==> src/rtl/aes_pkg.sv <==
// Shared constants and types for the AES-128 key schedule blocks.
package aes_pkg;

  localparam int unsigned NR = 10;
  localparam int unsigned KW = 128;

  typedef enum logic [1:0] {
    StIdle,
    StExpand,
    StServe
  } state_e;

  // Round constant for rounds 1..10; other indices are never used.
  function automatic logic [7:0] rcon(input logic [3:0] round);
    logic [7:0] rc;
    unique case (round)
      4'd1:    rc = 8'h01;
      4'd2:    rc = 8'h02;
      4'd3:    rc = 8'h04;
      4'd4:    rc = 8'h08;
      4'd5:    rc = 8'h10;
      4'd6:    rc = 8'h20;
      4'd7:    rc = 8'h40;
      4'd8:    rc = 8'h80;
      4'd9:    rc = 8'h1b;
      4'd10:   rc = 8'h36;
      default: rc = 8'h00;
    endcase
    return rc;
  endfunction

endpackage

==> src/rtl/aes_subword.sv <==
// Combinational AES SubWord: four forward S-box lookups on a 32-bit word.
module aes_subword (
  input  logic [31:0] word_i,
  output logic [31:0] word_o
);

  localparam logic [7:0] Sbox [256] = '{
    8'h63, 8'h7c, 8'h77, 8'h7b, 8'hf2, 8'h6b, 8'h6f, 8'hc5,
    8'h30, 8'h01, 8'h67, 8'h2b, 8'hfe, 8'hd7, 8'hab, 8'h76,
    8'hca, 8'h82, 8'hc9, 8'h7d, 8'hfa, 8'h59, 8'h47, 8'hf0,
    8'had, 8'hd4, 8'ha2, 8'haf, 8'h9c, 8'ha4, 8'h72, 8'hc0,
    8'hb7, 8'hfd, 8'h93, 8'h26, 8'h36, 8'h3f, 8'hf7, 8'hcc,
    8'h34, 8'ha5, 8'he5, 8'hf1, 8'h71, 8'hd8, 8'h31, 8'h15,
    8'h04, 8'hc7, 8'h23, 8'hc3, 8'h18, 8'h96, 8'h05, 8'h9a,
    8'h07, 8'h12, 8'h80, 8'he2, 8'heb, 8'h27, 8'hb2, 8'h75,
    8'h09, 8'h83, 8'h2c, 8'h1a, 8'h1b, 8'h6e, 8'h5a, 8'ha0,
    8'h52, 8'h3b, 8'hd6, 8'hb3, 8'h29, 8'he3, 8'h2f, 8'h84,
    8'h53, 8'hd1, 8'h00, 8'hed, 8'h20, 8'hfc, 8'hb1, 8'h5b,
    8'h6a, 8'hcb, 8'hbe, 8'h39, 8'h4a, 8'h4c, 8'h58, 8'hcf,
    8'hd0, 8'hef, 8'haa, 8'hfb, 8'h43, 8'h4d, 8'h33, 8'h85,
    8'h45, 8'hf9, 8'h02, 8'h7f, 8'h50, 8'h3c, 8'h9f, 8'ha8,
    8'h51, 8'ha3, 8'h40, 8'h8f, 8'h92, 8'h9d, 8'h38, 8'hf5,
    8'hbc, 8'hb6, 8'hda, 8'h21, 8'h10, 8'hff, 8'hf3, 8'hd2,
    8'hcd, 8'h0c, 8'h13, 8'hec, 8'h5f, 8'h97, 8'h44, 8'h17,
    8'hc4, 8'ha7, 8'h7e, 8'h3d, 8'h64, 8'h5d, 8'h19, 8'h73,
    8'h60, 8'h81, 8'h4f, 8'hdc, 8'h22, 8'h2a, 8'h90, 8'h88,
    8'h46, 8'hee, 8'hb8, 8'h14, 8'hde, 8'h5e, 8'h0b, 8'hdb,
    8'he0, 8'h32, 8'h3a, 8'h0a, 8'h49, 8'h06, 8'h24, 8'h5c,
    8'hc2, 8'hd3, 8'hac, 8'h62, 8'h91, 8'h95, 8'he4, 8'h79,
    8'he7, 8'hc8, 8'h37, 8'h6d, 8'h8d, 8'hd5, 8'h4e, 8'ha9,
    8'h6c, 8'h56, 8'hf4, 8'hea, 8'h65, 8'h7a, 8'hae, 8'h08,
    8'hba, 8'h78, 8'h25, 8'h2e, 8'h1c, 8'ha6, 8'hb4, 8'hc6,
    8'he8, 8'hdd, 8'h74, 8'h1f, 8'h4b, 8'hbd, 8'h8b, 8'h8a,
    8'h70, 8'h3e, 8'hb5, 8'h66, 8'h48, 8'h03, 8'hf6, 8'h0e,
    8'h61, 8'h35, 8'h57, 8'hb9, 8'h86, 8'hc1, 8'h1d, 8'h9e,
    8'he1, 8'hf8, 8'h98, 8'h11, 8'h69, 8'hd9, 8'h8e, 8'h94,
    8'h9b, 8'h1e, 8'h87, 8'he9, 8'hce, 8'h55, 8'h28, 8'hdf,
    8'h8c, 8'ha1, 8'h89, 8'h0d, 8'hbf, 8'he6, 8'h42, 8'h68,
    8'h41, 8'h99, 8'h2d, 8'h0f, 8'hb0, 8'h54, 8'hbb, 8'h16
  };

  always_comb begin
    word_o = '0;
    for (int b = 0; b < 4; b++) begin
      word_o[8*b +: 8] = Sbox[word_i[8*b +: 8]];
    end
  end

endmodule

==> src/rtl/aes_key_sched_inv.sv <==
// Iterative AES-128 key expansion; stores all 11 round keys and serves them
// round 10 down to round 0, one per consumer request.
module aes_key_sched_inv
  import aes_pkg::*;
(
  input  logic          clk,
  input  logic          reset,
  input  logic          start,
  input  logic [KW-1:0] KEY,
  output logic          busy,
  output logic          key_ready,
  input  logic          rk_next,
  output logic [KW-1:0] RK,
  output logic [3:0]    RK_round,
  output logic          rk_last
);

  localparam logic [3:0] LastRound = 4'(NR);

  state_e        state_q, state_d;
  logic [3:0]    cnt_q, cnt_d;
  logic          busy_q, busy_d;
  logic          key_ready_q, key_ready_d;
  logic [KW-1:0] rk_q, rk_d;
  logic [3:0]    rk_round_q, rk_round_d;

  // Round-key store; contents are don't-care after reset, so no reset here.
  logic [KW-1:0] w_q [NR+1];
  logic          w_we;
  logic [3:0]    w_idx;
  logic [KW-1:0] w_wdata;

  logic [3:0]    prev_idx;
  logic [KW-1:0] prev;
  logic [31:0]   sub_word;
  logic [31:0]   t_word;
  logic [31:0]   word0, word1, word2, word3;
  logic [KW-1:0] w_new;
  logic [3:0]    serve_idx;

  assign prev_idx  = cnt_q - 4'd1;
  assign prev      = w_q[prev_idx];
  assign serve_idx = rk_round_q - 4'd1;

  aes_subword u_subword (
    .word_i ({prev[23:0], prev[31:24]}),
    .word_o (sub_word)
  );

  always_comb begin
    t_word = sub_word ^ {rcon(cnt_q), 24'h0};
    word0  = prev[127:96] ^ t_word;
    word1  = prev[95:64]  ^ word0;
    word2  = prev[63:32]  ^ word1;
    word3  = prev[31:0]   ^ word2;
    w_new  = {word0, word1, word2, word3};
  end

  always_comb begin
    state_d     = state_q;
    cnt_d       = cnt_q;
    busy_d      = busy_q;
    key_ready_d = key_ready_q;
    rk_d        = rk_q;
    rk_round_d  = rk_round_q;
    w_we        = 1'b0;
    w_idx       = 4'd0;
    w_wdata     = KEY;

    // start wins over rk_next in SERVE, so it is decoded first.
    if (start && (state_q != StExpand)) begin
      w_we        = 1'b1;
      w_idx       = 4'd0;
      w_wdata     = KEY;
      cnt_d       = 4'd1;
      busy_d      = 1'b1;
      key_ready_d = 1'b0;
      rk_d        = '0;
      rk_round_d  = 4'd0;
      state_d     = StExpand;
    end else begin
      unique case (state_q)
        StExpand: begin
          w_we    = 1'b1;
          w_idx   = cnt_q;
          w_wdata = w_new;
          cnt_d   = cnt_q + 4'd1;
          if (cnt_q == LastRound) begin
            busy_d      = 1'b0;
            key_ready_d = 1'b1;
            rk_d        = w_new;
            rk_round_d  = LastRound;
            state_d     = StServe;
          end
        end
        StServe: begin
          if (rk_next) begin
            if (rk_round_q != 4'd0) begin
              rk_d       = w_q[serve_idx];
              rk_round_d = serve_idx;
            end else begin
              key_ready_d = 1'b0;
              rk_d        = '0;
              state_d     = StIdle;
            end
          end
        end
        default: ;
      endcase
    end
  end

  always_ff @(posedge clk) begin
    if (!reset) begin
      state_q     <= StIdle;
      cnt_q       <= 4'd0;
      busy_q      <= 1'b0;
      key_ready_q <= 1'b0;
      rk_q        <= '0;
      rk_round_q  <= 4'd0;
    end else begin
      state_q     <= state_d;
      cnt_q       <= cnt_d;
      busy_q      <= busy_d;
      key_ready_q <= key_ready_d;
      rk_q        <= rk_d;
      rk_round_q  <= rk_round_d;
    end
  end

  always_ff @(posedge clk) begin
    if (reset && w_we) begin
      w_q[w_idx] <= w_wdata;
    end
  end

  assign busy      = busy_q;
  assign key_ready = key_ready_q;
  assign RK        = rk_q;
  assign RK_round  = rk_round_q;
  assign rk_last   = key_ready_q && (rk_round_q == 4'd0);

endmodule

==> config.mk <==
export PLATFORM = sky130hd
export DESIGN_NAME = aes_key_sched_inv
export DESIGN_NICKNAME = d
export VERILOG_FILES = /design/src/rtl/aes_pkg.sv /design/src/rtl/aes_subword.sv /design/src/rtl/aes_key_sched_inv.sv
export SDC_FILE = /design/constraint.sdc
export NUM_CORES = 2
export LEC_CHECK = 0
export BUFFER_PORTS_ARGS = -buffer_cell sky130_fd_sc_hd__buf_2
export CORE_UTILIZATION = 30
export DETAILED_ROUTE_END_ITERATION = 8
export PLACE_DENSITY_LB_ADDON = 0.3
export SYNTH_ARGS = -nofsm -noshare
export SYNTH_HDL_FRONTEND = slang
export SYNTH_SLANG_ARGS = --single-unit
==> constraint.sdc <==
create_clock -name clk -period 16.8 [get_ports clk]
set_input_delay 0.84 -clock clk [delete_from_list [all_inputs] [get_ports clk]]
set_output_delay 0.84 -clock clk [all_outputs]
set_load 0.01 [all_outputs]
==> metrics <==
status completed; initial antenna violation count 20; Initial DRT Pass Iterations 6; vias in the first global route 68800; Mapped Cells 7483; WL per Instance 33.6 um; CP most frequent cell buf_4; post-route worst setup slack 5.79 ns; VDD IR max 0.0000971 V; worst-path cell chain inv_2 > ha_4 > buf_4 > buf_4 > mux2i_1 > nand3_1 > nand4_1 > o21ai_2 > buf_4 > inv_1 > ha_1 > inv_1 > nor2_1 > a31oi_1 > nand3_1 > a31oi_1 > a311oi_1 > a32oi_1 > xor2_1 > xnor2_1 > xnor2_1 > o21ai_0; syn_nets 7677; post-CTS setup buffers 0; Total GRT Usage 0.250; number of I/O pins 267; row count 199; Final min period 11.01 ns; TritonCTS clock tree built; synthesis-to-finish area growth 11.8%; final total power 0.0133 W; Placer Congestion 0.979; Placement Setup Slack 5.77 ns; design area 99800 um2; largest stage delay on the critical path 1.09 ns; Sw Share 0.409; post-synthesis sequential area ratio 0.505; final WL 387 mm; mux contribution to synthesized area 0.176; Die Y 547 um; HPWL after DPL 248 mm; Max FO, Critical Path 60; Avg Vias per Cell 6.18; top_reg_cell synth edfxtp_1; Max Cap Violations 0; die footprint 300000 um2; Placed Area 94600 um2; share of cells above drive strength 1 0.183; synth warn 0; clock network fraction of total power 0.266; cts hold-fix bufs 0; period utilization 0.655; worst r2r src cnt_q[0]; met1 WL 153 mm; clock insertion delay at the later pin of the skew report 0.83 ns; Die X 547 um; WHS Path Cells 2; drc violations 0; largest net degree at the start of global routing 151; I/O Buffers 266; Layout Nets 7654; Final Max Tran Viols 0; Gate power share 0.391; setup violators final 0; Hold Path Origin reset; RSZ-0062 raised after global routing false; Post-CTS Resized 0; Num CTS Buffers 160; Worst Path Buf+Inv 6; met2 wire length 177 mm; Antenna Nets Post-Route 0; Hold WS 0.433 ns; clk_skew 0.0458 ns; initial core utilization 0.303; Pint 0.00789 W; Crit. End Element flop; fill count 29200; Worst Hold Class in -> reg; Synth Area in Simple Gates 0.0894; post-synthesis adder-cell area fraction 0.00869; Mapped Area 89300 um2; largest family of logic cells by synthesized area multiplexers; cells on worst reg2reg path 22; CP delay by family, top compound AO/OA/AOI/OAI gates; area of the core 295000 um2; static leakage 33.2 nW; htree depth 4; Post-synth EDFFs 1408; Met3 Wirelength 35.7 mm; CP arrival 11.43 ns; flop and latch count out of synthesis 1547; Final Hold Viols 0; clock sink count 1547; First DRT Iteration DRCs 9631; Crit-path slowest cell o21ai_0; R2R Setup Slk 5.79 ns; Max Clock Freq 90.8 MHz; via count 71200; Clock transition at path regs 0.06 ns; worst slew pin tran 1.42 ns; setup TNS 0 ns; Net Switching 0.00546 W; Worst Hold End state_q[0]; Startpoint Class flop; Sequential Power Share 0.344; critical path class reg -> reg; syn avg cell area 11.9 um2; pwr dens 134 nW/um2; top sig layer met5; Synth Area in XOR/XNOR 0.0198; Distinct cells, synth 114; compound-cell area share of the yosys netlist 0.161; Longest Clk Path Bufs 3; grt ovf 0; max_slew headroom 0.0422; first-pass GRT wire length 541 mm; Critical Path RT 17.22 ns; sequential standard cell area 45100 um2; Async SR Flop Fraction 0; worst reg2reg endpoint w_q[9][3]; clock root cell clkbuf_16; area of the multi-input gates 41100 um2
metal layers:
layer / vias to the layer above / track usage
li1: 29500 / -
met1: 36500 / 0.327
met2: 4392 / 0.399
met3: 821 / 0.0492
met4: 8 / 0.119
met5: - / 0
logic make-up (layout without fill, tap and decap cells):
group                    Yosys count  after routing
XOR/XNOR                         173            173
adder cells (fa/ha/maj)           62             62
flip-flops                      1547           1547
other                              0             10
AND/OR/NAND/NOR                 1843           1843
multiplexers                     975            975
AO/OA/AOI/OAI                   2130           2130
buffers and inverters            753            864
final cells by class:
class | instances | area share
tap | 3919 | 0.0491
timing repair buffer | 525 | 0.0344
sequential | 1547 | 0.452
clock buffer | 213 | 0.0442
antenna | 10 | 0.000251
clock inverter | 83 | 0.00741
multi-input combinational | 5183 | 0.411
inverter | 43 | 0.00164
cells in the mapped netlist (all sizes together), types with 20 or more instances:
| cell | n | area share |
|---|---|---|
| a2111oi | 37 | 0.0045 |
| a211o | 26 | 0.0026 |
| a211oi | 137 | 0.012 |
| a21o | 26 | 0.0022 |
| a21oi | 574 | 0.033 |
| a221o | 20 | 0.0022 |
| a221oi | 62 | 0.0068 |
| a22oi | 22 | 0.0019 |
| a311oi | 35 | 0.0034 |
| a31oi | 123 | 0.0087 |
| a32oi | 23 | 0.0023 |
| and2 | 42 | 0.0029 |
| and3 | 28 | 0.0020 |
| buf | 379 | 0.024 |
| clkbuf | 331 | 0.014 |
| dfxtp | 139 | 0.031 |
| edfxtp | 1408 | 0.47 |
| ha | 62 | 0.0087 |
| inv | 40 | 0.0017 |
| mux2i | 483 | 0.054 |
| mux4 | 477 | 0.12 |
| nand2 | 735 | 0.031 |
| nand3 | 157 | 0.0089 |
| nand4 | 33 | 0.0023 |
| nor2 | 619 | 0.026 |
| nor3 | 84 | 0.0047 |
| nor4 | 28 | 0.0020 |
| o2111ai | 32 | 0.0031 |
| o211a | 49 | 0.0055 |
| o211ai | 114 | 0.0096 |
| o21a | 23 | 0.0019 |
| o21ai | 478 | 0.027 |
| o221ai | 111 | 0.011 |
| o22ai | 36 | 0.0026 |
| o311ai | 35 | 0.0034 |
| o31ai | 25 | 0.0023 |
| or3 | 25 | 0.0018 |
| xnor2 | 119 | 0.012 |
| xor2 | 41 | 0.0043 |
worst max-delay path by stage:
stage                   from        end  slack (ns)  depth (start not counted)
global route        cnt_q[0]  w_q[1][4]        5.55                         21
global placement    cnt_q[0]  w_q[4][2]        5.79                         23
detailed placement  cnt_q[0]  w_q[6][2]        5.77                         22
floorplan           cnt_q[0]  w_q[8][0]        0.13                         15
CTS                 cnt_q[0]  w_q[8][2]        5.77                         23
finish              cnt_q[0]  w_q[9][3]        5.79                         22
sequential cells by signal, summed over array words and instances, names as in the netlist:
name / count
w_q: 1408
RK_round: 4
busy: 1
RK: 128
key_ready: 1
cnt_q: 4
state_q: 1
cell usage in the layout, fill, tap and decap left out, drive strengths merged, types with 49 or more instances in the layout:
master | netlist | layout
a211oi | 137 | 137
a21oi | 574 | 574
a221oi | 62 | 62
a31oi | 123 | 123
buf | 379 | 525
clkbuf | 331 | 213
clkinv | 3 | 67
dfxtp | 139 | 139
edfxtp | 1408 | 1408
ha | 62 | 62
inv | 40 | 50
mux2i | 483 | 483
mux4 | 477 | 477
nand2 | 735 | 735
nand3 | 157 | 157
nor2 | 619 | 619
nor3 | 84 | 84
o211a | 49 | 49
o211ai | 114 | 114
o21ai | 478 | 478
o221ai | 111 | 111
xnor2 | 119 | 119
power groups by stage:
stage | clock network [W] | registers, W | logic [W]
floorplan | 0 | 0.00465 | 0.00276
detailed placement | 0 | 0.00467 | 0.00503
global route | 0.00372 | 0.00459 | 0.00536
CTS | 0.00359 | 0.00458 | 0.00505
global placement | 0 | 0.00466 | 0.00508
finish | 0.00355 | 0.00459 | 0.00522
through the flow:
stage,util,std cells
after global routing,0.338,11500
after CTS,0.338,11500
after detailed placement,0.321,11200
final,0.339,11500
after global placement,0.321,11200
after floorplan,-,7483
(Power assumes the default switching activity.)
